**src/rtl/mips_multicycle_core.sv**
```systemverilog
// Multicycle MIPS subset core: one shared memory port, one instruction in flight,
// FETCH/DECODE/EXEC/MEM_RD/MEM_WR/WB sequencing with an absorbing HALT on illegal opcodes.
module mips_multicycle_core #(
    parameter int          N        = 32,
    parameter logic [N-1:0] RESET_PC = 'h00400000,
    parameter int          CNT_W    = 16
) (
    input  logic             clk,
    input  logic             rstb,
    output logic [N-1:0]     mem_addr,
    output logic [N-1:0]     mem_wdata,
    output logic             mem_rd_ena,
    output logic             mem_wr_ena,
    input  logic [N-1:0]     mem_rdata,
    input  logic             mem_ready,
    output logic             halted,
    output logic [CNT_W-1:0] retired,
    output logic [2:0]       dbg_state
);

    typedef enum logic [2:0] {
        S_FETCH  = 3'd0,
        S_DECODE = 3'd1,
        S_EXEC   = 3'd2,
        S_MEM_RD = 3'd3,
        S_MEM_WR = 3'd4,
        S_WB     = 3'd5,
        S_HALT   = 3'd6
    } state_t;

    state_t         state, state_nxt;
    logic [N-1:0]   pc, a, b, alu_out, mdr, alu_y, simm, wb_data;
    logic [31:0]    ir;
    logic [N-1:0]   rf [32];
    logic [5:0]     op, funct;
    logic [4:0]     rs, rt, rd, dst;
    logic           is_r, is_addi, is_lw, is_sw, is_beq, is_j, legal, retire;

    assign op    = ir[31:26];
    assign rs    = ir[25:21];
    assign rt    = ir[20:16];
    assign rd    = ir[15:11];
    assign funct = ir[5:0];
    assign simm  = {{(N-16){ir[15]}}, ir[15:0]};

    always_comb begin
        is_r    = (op == 6'd0) && (funct == 6'd32 || funct == 6'd34 || funct == 6'd36 ||
                                   funct == 6'd37 || funct == 6'd42);
        is_addi = (op == 6'd8);
        is_lw   = (op == 6'd35);
        is_sw   = (op == 6'd43);
        is_beq  = (op == 6'd4);
        is_j    = (op == 6'd2);
        legal   = is_r || is_addi || is_lw || is_sw || is_beq || is_j;
        dst     = is_r ? rd : rt;
        wb_data = is_lw ? mdr : alu_out;
    end

    // Non-R-type paths (addi, lw/sw address) all reduce to A + simm.
    always_comb begin
        alu_y = a + simm;
        if (is_r) begin
            case (funct)
                6'd34:   alu_y = a - b;
                6'd36:   alu_y = a & b;
                6'd37:   alu_y = a | b;
                6'd42:   alu_y = {{(N-1){1'b0}}, ($signed(a) < $signed(b))};
                default: alu_y = a + b;
            endcase
        end
    end

    always_ff @(posedge clk) begin
        if (rstb) state <= S_FETCH;
        else      state <= state_nxt;
    end

    always_comb begin
        state_nxt = state;
        retire    = 1'b0;
        case (state)
            S_FETCH:  if (mem_ready) state_nxt = S_DECODE;
            S_DECODE: begin
                if (!legal) state_nxt = S_HALT;
                else if (is_j) begin
                    state_nxt = S_FETCH;
                    retire    = 1'b1;
                end else state_nxt = S_EXEC;
            end
            S_EXEC: begin
                if (is_lw)      state_nxt = S_MEM_RD;
                else if (is_sw) state_nxt = S_MEM_WR;
                else if (is_beq) begin
                    state_nxt = S_FETCH;
                    retire    = 1'b1;
                end else state_nxt = S_WB;
            end
            S_MEM_RD: if (mem_ready) state_nxt = S_WB;
            S_MEM_WR: if (mem_ready) begin
                state_nxt = S_FETCH;
                retire    = 1'b1;
            end
            S_WB: begin
                state_nxt = S_FETCH;
                retire    = 1'b1;
            end
            default: state_nxt = S_HALT;
        endcase
    end

    // Memory handshake: a request (rd_ena or wr_ena) stays asserted with stable
    // addr/wdata until the cycle mem_ready=1 is seen at a rising edge; mem_ready
    // outside a request is ignored. Reset drops any request in the same cycle.
    always_comb begin
        mem_rd_ena = !rstb && (state == S_FETCH || state == S_MEM_RD);
        mem_wr_ena = !rstb && (state == S_MEM_WR);
        mem_addr   = (state == S_MEM_RD || state == S_MEM_WR) ? alu_out : pc;
        mem_wdata  = (state == S_MEM_WR) ? b : '0;
        halted     = (state == S_HALT);
        dbg_state  = state;
    end

    always_ff @(posedge clk) begin
        if (rstb) begin
            pc      <= RESET_PC;
            ir      <= '0;
            a       <= '0;
            b       <= '0;
            alu_out <= '0;
            mdr     <= '0;
            retired <= '0;
            for (int i = 0; i < 32; i++) rf[i] <= '0;
        end else begin
            if (retire) retired <= retired + 1'b1;
            case (state)
                S_FETCH: if (mem_ready) begin
                    ir <= mem_rdata[31:0];
                    pc <= pc + N'(4);
                end
                S_DECODE: begin
                    a <= rf[rs];
                    b <= rf[rt];
                    if (is_j) pc <= {pc[N-1:28], ir[25:0], 2'b00};
                end
                S_EXEC: begin
                    alu_out <= alu_y;
                    if (is_beq && a == b) pc <= pc + (simm << 2);
                end
                S_MEM_RD: if (mem_ready) mdr <= mem_rdata;
                S_WB:     if (dst != 5'd0) rf[dst] <= wb_data;
                default: ;
            endcase
        end
    end

endmodule

```
**config.mk**
```make
export PLATFORM = sky130hd
export DESIGN_NAME = mips_multicycle_core
export DESIGN_NICKNAME = d
export VERILOG_FILES = /design/src/rtl/mips_multicycle_core.sv
export SDC_FILE = /design/constraint.sdc
export NUM_CORES = 2
export LEC_CHECK = 0
export ABC_AREA = 1
export CAP_MARGIN = 20
export CORE_ASPECT_RATIO = 0.8
export CORE_UTILIZATION = 47
export DETAILED_ROUTE_END_ITERATION = 6
export GPL_TIMING_DRIVEN = 1
export PLACE_DENSITY_LB_ADDON = 0.15
export REMOVE_ABC_BUFFERS = 1
export SYNTH_ARGS = -nofsm -noshare
export SYNTH_HDL_FRONTEND = slang
export SYNTH_SLANG_ARGS = --single-unit
```
**constraint.sdc**
```tcl
create_clock -name clk -period 4.99 [get_ports clk]
set_clock_uncertainty 0.15 [all_clocks]
set_input_delay 1.2475 -clock clk [delete_from_list [all_inputs] [get_ports clk]]
set_output_delay 1.2475 -clock clk [all_outputs]
set_load 0.01 [all_outputs]
```
# After elaboration in Yosys (flattened, before gate mapping)
# Memories as Yosys holds them, arrays and structs flattened. A register that Yosys moved wholly into a read port is not among the register bits.
# Index checks and enable logic that the tools add are counted.
op_classes:
  add_sub_neg: 6
  mux: 35
  magnitude_cmp: 1
  reduce_logical: 27
  n_eq_ne: 22
  bitwise: 3
ops:
  columns: ["operator", "count"]
  rows:
  - ["$mux 32", 7]
  - ["$pmux 32 s4", 1]
  - ["$add 32x32->32", 3]
  - ["$pmux 32 s3", 1]
  - ["$eq 6x6->1 const B", 7]
  - ["$add 32x3->32 const B", 1]
  - ["$and 32x32->32", 1]
  - ["$eq 32x32->1", 1]
  - ["$lt 32x32->1", 1]
  - ["$or 32x32->32", 1]
  - ["$reduce_or 32->1", 1]
  - ["$sub 32x32->32", 1]
  - ["$mux 28", 1]
  - ["$mux 3", 7]
  - ["$pmux 3 s6", 1]
  - ["$add 16x1->16 const B", 1]
  - ["$mux 1", 13]
  - ["$logic_or 1x1->1", 11]
  - ["$mux 5", 2]
  - ["$ne 2x2->1 const B", 5]
  - ["$eq 3x3->1 const B", 3]
  - ["$reduce_and 4->1", 2]
  - ["$eq 3x2->1 const B", 2]
  - ["$eq 6x2->1 const B", 1]
  - ["15 further kinds", 19]
word_totals:
  reg_bits: 147
  ramBits: 1024
  out_inout_bits: 86
  elab_cells: 102
  mem_count: 1
mem_list:
  columns: ["memory", "words", "word_bits", "read_ports", "rd_ports_with_merged_regs", "write_ports", "line", "text"]
  rows:
  - ["rf", 32, 32, 2, 2, 32, "34", "logic [N-1:0] rf [32];"]

# Logic depth before layout (Yosys ltp)
depth:
  word_depth: 14
  depth_mapped: 23

# Worst setup path before layout
# Ideal clock, no wire load.
synth_timing:
  path_kind: "input to register"
  from: "input rstb"
  to: "memory rf[12][0] (enable)"
  required_time_ns: 4.374
  t_arrival_ns: 4.410
  path_slack_ns: -0.035
  stages: 4
  path_cell_list: "nor3_2 nand3_2 buf_2 o21ai_0"
synth_lines:
  columns: ["element", "line", "text"]
  rows:
  - ["start: declaration", "9", "input logic rstb,"]
  - ["end: declaration", "34", null]

# Worst setup path after layout
layout_timing:
  from: "register state[2], in the netlist dbg_state[2]"
  to: "output mem_wdata[31]"
layout_via:
  elab_chain_len: 2
layout_lines:
  columns: ["element", "line", "text"]
  rows:
  - ["start: declaration", "31", "state_t state, state_nxt;"]
  - ["start signal: assignment", "75", "else state <= state_nxt;"]
  - ["$eq 3x3->1", "118", "mem_wdata = (state == S_MEM_WR) ? b : '0;"]
  - ["$mux 32", "118", null]
  - ["end: declaration", "11", "output logic [N-1:0] mem_wdata,"]
# No other way between the ends.

==> qor.csv <==
stage,metric,value,unit
run_status,outcome,"complete, no violations",
layout,synthesis-to-layout area growth,11.5,%
floorplan,Die Area,157000,sq um
timing,slew margin rel.,14.7,%
synthesis,share of the synthesized area in the top cell type,42.0,%
setup_path,crit-path max FO,28,
timing,minimum clock period,4860,ps
placement,Placed Cells,10800,
cts,TritonCTS Sinks,1233,
cts,clock slew at reported path FFs,60,ps
floorplan,Initial Util,47.3,%
worst_hold_path,HP Class,reg -> reg,
grt,"Remaining Overflow, GRT",0,
floorplan,num ports,121,
synthesis,synthesized cell area,73200,sq um
timing,RSZ-0062 raised after global routing,no,
job,maxcap violations,0,
synthesis,Avg Inst Size Synth,7.98,sq um
cts,H-tree levels,4,
timing,Final Cycle Share,97.4,%
setup_path,WP data required,3590,ps
cts,worst skew pair latency,820,ps
detailed_routing,Detailed Routing Iterations Pass 1,7,
synthesis,top_reg_cell synth,edfxtp_1,
detailed_routing,DRC viols,0,
synthesis,Syn. warnings,0,
layout,share of post-route cells with drive strength above 1,7.40,%
detailed_routing,Wirelength per Cell,30.0,microns
setup_path,CP arrival,3470,ps
placement,dpl cell area,77000,sq um
setup_path,CP Launch Type,register,
synthesis,#FFs+latches synth,1233,
cts,CTS tree,yes,
layout,Final #Nets,9138,
detailed_routing,DRT iter0 DRCs,13500,
timing,worst hold slack,326,ps
floorplan,core area,155000,sq um
layout,final core utilization,52.8,%
synthesis,register area share after synthesis,47.7,%
detailed_routing,Top Layer Used,met5,
detailed_routing,Via density,6.55,
detailed_routing,Routed WL,333000,microns
setup_path,critical setup path kind,reg -> out,
power,PwrDens,585,nW/um^2
timing,Fmax,206,MHz
grt,largest net degree at the start of global routing,187,
synthesis,cell taking the most area after synthesis,edfxtp_1,
timing,Slew Limit Fails,0,
grt,vias in the first global route,65400,
cts,# Post-CTS Setup Buffers,0,
floorplan,Die Span X,443,microns
synthesis,Cell variety after synth,55,
grt,Tot GR Track Use,40.9,%
placement,DP HPWL,212000,microns
timing,final hold vios,0,
power,Leak Pwr,30.6,nW
placement,GPL Wtd Cong,1.05,
layout,Layout Cells excl Fill,11100,
power,worst vdd ir,332,uV
floorplan,row cnt,129,
detailed_routing,met3 wire length,49000,microns
synthesis,ranking of synthesized cells by area,"edfxtp_1 (42%), o21ai_0 (10%), nor2_1 (9.6%), dfxtp_1 (5.7%), nand2_1 (5.2%)",
timing,Finish-stage setup viols,0,
timing,worst-margin pin slew,1270,ps
cts,CTS root buf,clkbuf_16,
synthesis,Post-synth ARST share,0,%
detailed_routing,met1 wire length,130000,microns
synthesis,Syn Inst Count,9174,
floorplan,Die H,355,microns
cts,clk buf depth,3,
placement,port bufs,120,
layout,Final Cell Area,81600,sq um
cts,number of CTS-inserted buffers,138,
grt,global-route wire length before repair,469000,microns
detailed_routing,met2 wire len,133000,microns
synthesis,Post-synth EDFFs,1024,
detailed_routing,vias,72600,
synthesis,cell with the most instances after synthesis,nor2_1,
setup_path,CP endpoint kind,output port,
detailed_routing,post-route ant nets,0,
grt,initial antenna violation count,19,
synthesis,most common library cells after synthesis,"nor2_1 (1866), o21ai_0 (1514), edfxtp_1 (1024), nand2_1 (1016), inv_1 (661)",
==> area by class of cell <==
| type | instances | area [sq um] |
|---|---|---|
| Antenna cell | 8 | 20.0 |
| Clock buffer | 184 | 3790 |
| Clock inverter | 67 | 731 |
| Fill cell | 14400 | 73100 |
| Inverter | 686 | 2620 |
| Multi-Input combinational cell | 6515 | 33300 |
| Sequential cell | 1233 | 35000 |
| Tap cell | 2030 | 2540 |
| Timing Repair Buffer | 368 | 3590 |
==> power breakdown <==
part | switching (mW) | total (mW) | leakage (nW) | internal [mW]
Clock | 4.62 | 10.6 | 2.21 | 5.96
Combinational | 18.4 | 24.4 | 16.1 | 5.98
Sequential | 0.879 | 12.8 | 12.3 | 11.9
Total | 23.9 | 47.7 | 30.6 | 23.8
==> repair_timing <==
action | CTS | global route
resized for setup | 4 | 7
hold buffers | 0 | 0
setup endpoints to repair | 10 | 9
==> stage by stage <==
step	TNS (ps)	power (mW)	setup slack [ps]
global placement	0	35.9	552
finish	0	47.7	127
detailed placement	0	36.1	634
CTS	-473	46.5	-119
global route	0	49.3	71.5
floorplan	-	25.7	-20700
==> state kept, by name (all words and copies together), names as in the netlist, 16 cells and up <==
signal	cells
rf	1024
a	32
alu_out	32
b	32
ir	32
mdr	32
pc	30
retired	16
==> cell usage in the layout, fill, tap and decap left out, drive strengths merged, types with 185 or more instances in the layout <==
| cell type | instances |
|---|---|
| nor3 | 224 |
| buf | 248 |
| o21ai | 1517 |
| o221ai | 310 |
| nand2 | 1020 |
| inv | 687 |
| nor2 | 1880 |
| a21oi | 595 |
| dfxtp | 209 |
| edfxtp | 1024 |
| clkbuf | 185 |
| nand3 | 374 |
==> worst max-delay path, stage by stage, from the launching register on <==
cell	delay, ps
dfxtp_1	460
inv_1	190
nor2_1	320
inv_2	190
buf_4	330
nor2_1	480
clkdlybuf4s50_1	640
==> kinds of logic (layout without fill, tap and decap cells) <==
kind of cell             Yosys count  count (layout)  share of synthesized area (%)
AO/OA/AOI/OAI                   2675            2675                           20.7
XOR/XNOR                          27              27                          0.323
adder cells (fa/ha/maj)          161             161                           2.79
buffers and inverters           1457            1305                           7.67
flip-flops                      1233            1233                           47.7
multiplexers                       1               1                         0.0137
other                              1              40                        0.00513
AND/OR/NAND/NOR                 3619            3619                           20.7
==> path summary, 6_finish.rpt <==
path	slack (ps)	end	from	depth (start not counted)
max	130	mem_wdata[31]	dbg_state[2]	6
min	330	alu_out[1]	alu_out[1]	2
max reg2reg	990	rf[23][29]	ir[5]	13
min reg2reg	330	alu_out[1]	alu_out[1]	2
==> routing by layer <==
layer / global-route usage (%) / vias to the layer above
li1: - / 31300
met1: 57.0 / 34600
met2: 56.6 / 5757
met3: 12.1 / 896
met4: 22.8 / 16
met5: 0 / -
No activity file was read; power rests on OpenSTA's default activity.
